$ cat src/rtl/lcd_hd44780_writer.sv
// HD44780 16x2 writer: power-up init, character/space writes,
// clear, completion lock, cursor tracking with line wrap.
module lcd_hd44780_writer #(
  parameter int unsigned POWERUP_CYCLES    = 2_000_000,
  parameter int unsigned E_PULSE_CYCLES    = 50,
  parameter int unsigned CMD_WAIT_CYCLES   = 5_000,
  parameter int unsigned CLEAR_WAIT_CYCLES = 200_000
) (
  input  logic       clk,
  input  logic       rst,
  input  logic [7:0] char_in,
  input  logic       db_enter_letter,
  input  logic       db_finish_word,
  input  logic       db_clear_display,
  input  logic       db_complete_input,
  output logic [7:0] lcd_db,
  output logic       lcd_rs,
  output logic       lcd_rw,
  output logic       lcd_e,
  output logic       busy,
  output logic [4:0] cursor_pos,
  output logic       done
);

  typedef enum logic [2:0] {
    S_PWRUP,
    S_SETUP,
    S_EHIGH,
    S_WAIT,
    S_IDLE
  } state_t;

  state_t      state, state_n;
  logic [31:0] cnt, cnt_n;
  logic [1:0]  init_idx, init_idx_n;
  logic        in_init, in_init_n;
  logic [7:0]  db_q, db_n;
  logic        rs_q, rs_n;
  logic        e_q, e_n;
  logic [4:0]  cur_q, cur_n;
  logic        done_q, done_n;
  logic [3:0]  prev;
  logic [3:0]  lvl;
  logic [3:0]  ev;
  logic [31:0] wait_lim;

  // bit order doubles as priority: clear, complete, letter, word
  assign lvl = {db_clear_display, db_complete_input,
                db_enter_letter, db_finish_word};
  assign ev  = lvl & ~prev;

  assign wait_lim = (!rs_q && db_q == 8'h01)
                  ? CLEAR_WAIT_CYCLES - 1
                  : CMD_WAIT_CYCLES - 1;

  function automatic logic [7:0] init_cmd(input logic [1:0] i);
    case (i)
      2'd0:    init_cmd = 8'h38;
      2'd1:    init_cmd = 8'h0C;
      2'd2:    init_cmd = 8'h06;
      default: init_cmd = 8'h01;
    endcase
  endfunction

  always_ff @(posedge clk) begin
    if (rst) begin
      state    <= S_PWRUP;
      cnt      <= '0;
      init_idx <= '0;
      in_init  <= 1'b0;
      db_q     <= '0;
      rs_q     <= 1'b0;
      e_q      <= 1'b0;
      cur_q    <= '0;
      done_q   <= 1'b0;
      prev     <= '0;
    end else begin
      state    <= state_n;
      cnt      <= cnt_n;
      init_idx <= init_idx_n;
      in_init  <= in_init_n;
      db_q     <= db_n;
      rs_q     <= rs_n;
      e_q      <= e_n;
      cur_q    <= cur_n;
      done_q   <= done_n;
      prev     <= lvl;
    end
  end

  always_comb begin
    state_n    = state;
    cnt_n      = cnt;
    init_idx_n = init_idx;
    in_init_n  = in_init;
    db_n       = db_q;
    rs_n       = rs_q;
    e_n        = 1'b0;
    cur_n      = cur_q;
    done_n     = done_q;
    case (state)
      S_PWRUP: begin
        if (cnt == POWERUP_CYCLES - 1) begin
          state_n    = S_SETUP;
          cnt_n      = '0;
          init_idx_n = 2'd0;
          in_init_n  = 1'b1;
          db_n       = init_cmd(2'd0);
          rs_n       = 1'b0;
        end else begin
          cnt_n = cnt + 32'd1;
        end
      end
      S_SETUP: begin
        state_n = S_EHIGH;
        cnt_n   = '0;
        e_n     = 1'b1;
      end
      S_EHIGH: begin
        if (cnt == E_PULSE_CYCLES - 1) begin
          state_n = S_WAIT;
          cnt_n   = '0;
        end else begin
          cnt_n = cnt + 32'd1;
          e_n   = 1'b1;
        end
      end
      S_WAIT: begin
        if (cnt == wait_lim) begin
          cnt_n   = '0;
          state_n = S_IDLE;
          if (in_init) begin
            if (init_idx == 2'd3) begin
              in_init_n = 1'b0;
            end else begin
              init_idx_n = init_idx + 2'd1;
              db_n       = init_cmd(init_idx + 2'd1);
              state_n    = S_SETUP;
            end
          end else if (rs_q) begin
            // data write done: advance cursor, re-address on line change
            if (cur_q == 5'd15) begin
              cur_n   = 5'd16;
              db_n    = 8'hC0;
              rs_n    = 1'b0;
              state_n = S_SETUP;
            end else if (cur_q == 5'd31) begin
              cur_n   = 5'd0;
              db_n    = 8'h80;
              rs_n    = 1'b0;
              state_n = S_SETUP;
            end else begin
              cur_n = cur_q + 5'd1;
            end
          end
        end else begin
          cnt_n = cnt + 32'd1;
        end
      end
      default: begin
        if (ev[3]) begin
          cur_n   = 5'd0;
          done_n  = 1'b0;
          db_n    = 8'h01;
          rs_n    = 1'b0;
          state_n = S_SETUP;
        end else if (ev[2]) begin
          done_n = 1'b1;
        end else if (ev[1]) begin
          if (!done_q) begin
            db_n    = char_in;
            rs_n    = 1'b1;
            state_n = S_SETUP;
          end
        end else if (ev[0]) begin
          if (!done_q) begin
            db_n    = 8'h20;
            rs_n    = 1'b1;
            state_n = S_SETUP;
          end
        end
      end
    endcase
  end

  assign lcd_db     = db_q;
  assign lcd_rs     = rs_q;
  assign lcd_rw     = 1'b0;
  assign lcd_e      = e_q;
  assign busy       = (state != S_IDLE);
  assign cursor_pos = cur_q;
  assign done       = done_q;

endmodule
$ cat config.mk
export PLATFORM = sky130hd
export DESIGN_NAME = lcd_hd44780_writer
export DESIGN_NICKNAME = d
export VERILOG_FILES = /design/src/rtl/lcd_hd44780_writer.sv
export SDC_FILE = /design/constraint.sdc
export NUM_CORES = 1
export LEC_CHECK = 0
export ABC_CLOCK_PERIOD_IN_PS = 2400
export CAP_MARGIN = 20
export CELL_PAD_IN_SITES_DETAIL_PLACEMENT = 0
export CELL_PAD_IN_SITES_GLOBAL_PLACEMENT = 1
export CORE_MARGIN = 2
export CORE_UTILIZATION = 38
export CTS_CLUSTER_DIAMETER = 80
export DETAILED_ROUTE_END_ITERATION = 6
export PLACE_DENSITY_LB_ADDON = 0.1
export SYNTH_ARGS = -nofsm -noshare
export SYNTH_HDL_FRONTEND = slang
export SYNTH_SLANG_ARGS = --single-unit
$ cat constraint.sdc
create_clock -name clk -period 2.4 [get_ports clk]
set_clock_uncertainty 0.1 [all_clocks]
set_input_delay 0.48 -clock clk [delete_from_list [all_inputs] [get_ports clk]]
set_output_delay 0.48 -clock clk [all_outputs]
set_load 0.01 [all_outputs]
==> results by group <==
Run status
  – Outcome: finished with violations
  – Violated checks: negative setup slack

Route
  – Initial DRC Count: 181
  – Via density per instance: 5.35
  – Drt total wl: 9730 um
  – Vias: 3238
  – WL per Instance: 16.1 um
  – Antenna-violating nets left: 0
  – Residual DRC count: 0
  – Drt first pass iters: 5

Clocking
  – CTS buffer count: 9
  – CTS tree: yes
  – Sink Count: 58
  – Reg clk slew, reported paths: 0.07 ns
  – CTS root buffer: clkbuf_8
  – Skew-Pair Late Insertion Delay: 0.34 ns
  – Max clock buf depth: 2
  – CTS H-tree depth: 3

Timing
  – Max-slew headroom: 0.301
  – Setup-failing EPs final: 38
  – Period Utilization, post-route: 1.08
  – Hold WS: 0.373 ns
  – Final hold violations: 0
  – Achievable frequency: 385 MHz
  – Slew @ Worst Pin: 1.04 ns
  – Final Critical Period: 2.60 ns
  – Setup TNS: -5.85 ns
  – RSZ-0062 raised after global routing: yes
  – Pins Over Slew Limit: 0
  – Setup slack after layout: -0.201 ns

Critical path
  – CP Launch Type: flop
  – Worst setup EP type: flop
  – Critical path data arrival time: 2.74 ns
  – Crit-path max FO: 9
  – CP peak stage delay: 0.56 ns
  – Worst path most repeated cell: buf_6
  – Crit path cell chain: or4_4, nor4_4, nand4_2, buf_6, a22oi_2, buf_4, nand2_8, o21ai_4, buf_6, buf_16, nor2_1
  – Required time of the critical path: 2.54 ns
  – Critical path class: reg -> reg
  – CP max-delay cell: or4_4

GRT
  – Vias in the first global route: 3082
  – Grt ovf: 0
  – Global-route wire length before repair: 15800 um
  – Total track usage: 0.226
  – Largest net degree at the start of global routing: 20
  – Initial antenna violation count: 0

Layout
  – Area of the multi-input gates: 0.00210 mm^2
  – # fillers: 817
  – Share of cells above drive strength 1: 0.252
  – ANT cells: 0
  – Final core occ: 0.549
  – Area growth, synth to finish: 40.7%
  – Register area: 0.00116 mm^2
  – Most common cell after layout, fill and taps aside: buf_4
  – Fin nets: 519
  – Commonest non-fill, non-tap cells in the layout: 63 x buf_4, 57 x dfxtp_1, 51 x nor2_1, 34 x nand2_1, 30 x clkdlybuf4s50_1

Yosys
  – Simple-Gate Fraction of Synth Area: 0.311
  – Ys flop type: dfxtp_1
  – Post-Syn Instances: 400
  – Post-synthesis sequential area ratio: 0.362
  – Fraction of synthesized cell area in xor and xnor cells: 0.0628
  – Adder-Cell Fraction of Synth Area: 0.0351
  – Yosys warning total: 0
  – Post-Syn Nets: 423
  – Post-synth ARST share: 0
  – Mapped Area: 0.00321 mm^2
  – Largest family of logic cells by synthesized area: simple AND/OR/NAND/NOR gates
  – Mux share of post-synthesis cell area: 0.0250
  – Register bit total from synthesis: 58
  – Compound-gate portion of the synthesized area: 0.158
  – Syn Area/Cell: 8.01 um^2
  – Post-synth EDFFs: 0
  – Synth cell types: 55

Placement
  – Dpl ws: -0.189 ns
  – Port bufs: 30
  – Final GP Congestion: 0.870
  – DP Wirelength: 6820 um

Die
  – Core area: 0.00822 mm^2
  – Row count: 33
  – Die area: 0.00919 mm^2
  – Initial Util: 0.390
  – Die Width: 95.8 um
  – Chip Height: 95.8 um
  – Top-level I/O count: 32

Power and ir drop
  – Leakage: 1.81 nW
  – Power per cell area: 711 mW/mm^2
  – VDD IR max: 0.314 mV

Hold path
  – Hold Path Class: reg -> reg

Job
  – MaxCap Viol Count: 0
## report_power, final
part	switching [W]	total (W)	internal (W)
registers	0.0000643	0.00110	0.00104
logic	0.000651	0.00128	0.000630
clock network	0.000403	0.000824	0.000420
## critical path, delay by kind of cell (launching register included)
family,cells,cell delay (ns)
DFF,1,0.31
AOI/OAI and AO/OA,2,0.32
buffers and inverters,4,0.57
and+or+nand+nor,5,1.19
## logic make-up (layout without fill, tap and decap cells)
group                      Yosys count  count (layout)
and+or+nand+nor                    192             193
AOI/OAI and AO/OA                   76              76
DFF                                 58              58
buffers and inverters               33             132
xor gates and xnor gates            23              23
adders and majority gates            9               9
muxes                                8               8
other                                1               1
## state kept, by name (all words and copies together), names as in the netlist
register	count
cnt	32
lcd_db	8
cursor_pos	5
prev	4
state	3
init_idx	2
done	1
in_init	1
lcd_e	1
lcd_rs	1
## cell usage after synthesis, types with 3 or more instances
| cell | count | area (um^2) |
|---|---|---|
| nor2_1 | 52 | 195 |
| or3_1 | 4 | 25.0 |
| a211oi_1 | 3 | 22.5 |
| nand2b_1 | 6 | 37.5 |
| a221oi_1 | 3 | 26.3 |
| nand4_1 | 9 | 56.3 |
| dfxtp_1 | 58 | 1160 |
| nand2_1 | 36 | 135 |
| ha_1 | 9 | 113 |
| nand3_1 | 22 | 110 |
| inv_1 | 16 | 60.1 |
| or4_1 | 3 | 22.5 |
| xor2_1 | 12 | 105 |
| a31oi_1 | 11 | 68.8 |
| nor3_1 | 14 | 70.1 |
| nand4b_1 | 3 | 26.3 |
| a21oi_1 | 15 | 75.1 |
| and3_1 | 11 | 68.8 |
| clkbuf_1 | 13 | 48.8 |
| nor4_1 | 7 | 43.8 |
| nor2b_1 | 10 | 62.6 |
| a311oi_1 | 3 | 26.3 |
| a31o_2 | 3 | 26.3 |
| xnor2_1 | 11 | 96.3 |
| o21ai_0 | 20 | 100 |
| mux2i_1 | 8 | 80.1 |
## per-layer routing
metal | global-route usage | vias up | share of wire
met2 | 0.329 | 92 | 0.43
met4 | 0.0738 | 0 | 0.019
li1 | - | 1616 | -
met3 | 0.0446 | 22 | 0.049
met5 | 0 | - | 0
met1 | 0.331 | 1508 | 0.51
## final timing paths
check	from	to	slack, ns	depth (start not counted)
min	lcd_db[6]	lcd_db[6]	0.37	2
max reg2reg	cnt[24]	cnt[18]	-0.20	11
max	cnt[24]	cnt[18]	-0.20	11
min reg2reg	lcd_db[6]	lcd_db[6]	0.37	2
## stage by stage
step | instance area [um^2] | total power, W | instances
after floorplan | 3210 | 0.00169 | 400
after global placement | 4020 | 0.00206 | 579
after detailed placement | 4020 | 0.00207 | 579
after CTS | 4410 | 0.00315 | 603
after global routing | 4510 | 0.00336 | 605
final | 4510 | 0.00321 | 605
## layout make-up
| cell class | instances | area share |
|---|---|---|
| clock inverters | 3 | 0.00333 |
| clock buffers | 12 | 0.0344 |
| flip-flops and latches | 58 | 0.258 |
| well taps | 105 | 0.0291 |
| inverters | 16 | 0.0133 |
| repair buffers | 101 | 0.197 |
| multi-input cells | 310 | 0.465 |
## repair_timing
| action | 4_1_cts | 5_1_grt |
|---|---|---|
| endpoints found under the setup margin | 48 | 50 |
| pin swaps | 12 | 9 |
| hold buffers | 0 | 0 |
| gates cloned | 3 | 0 |
| setup buffers | 6 | 2 |
| resized for setup | 30 | 21 |
(Power assumes the default switching activity.)
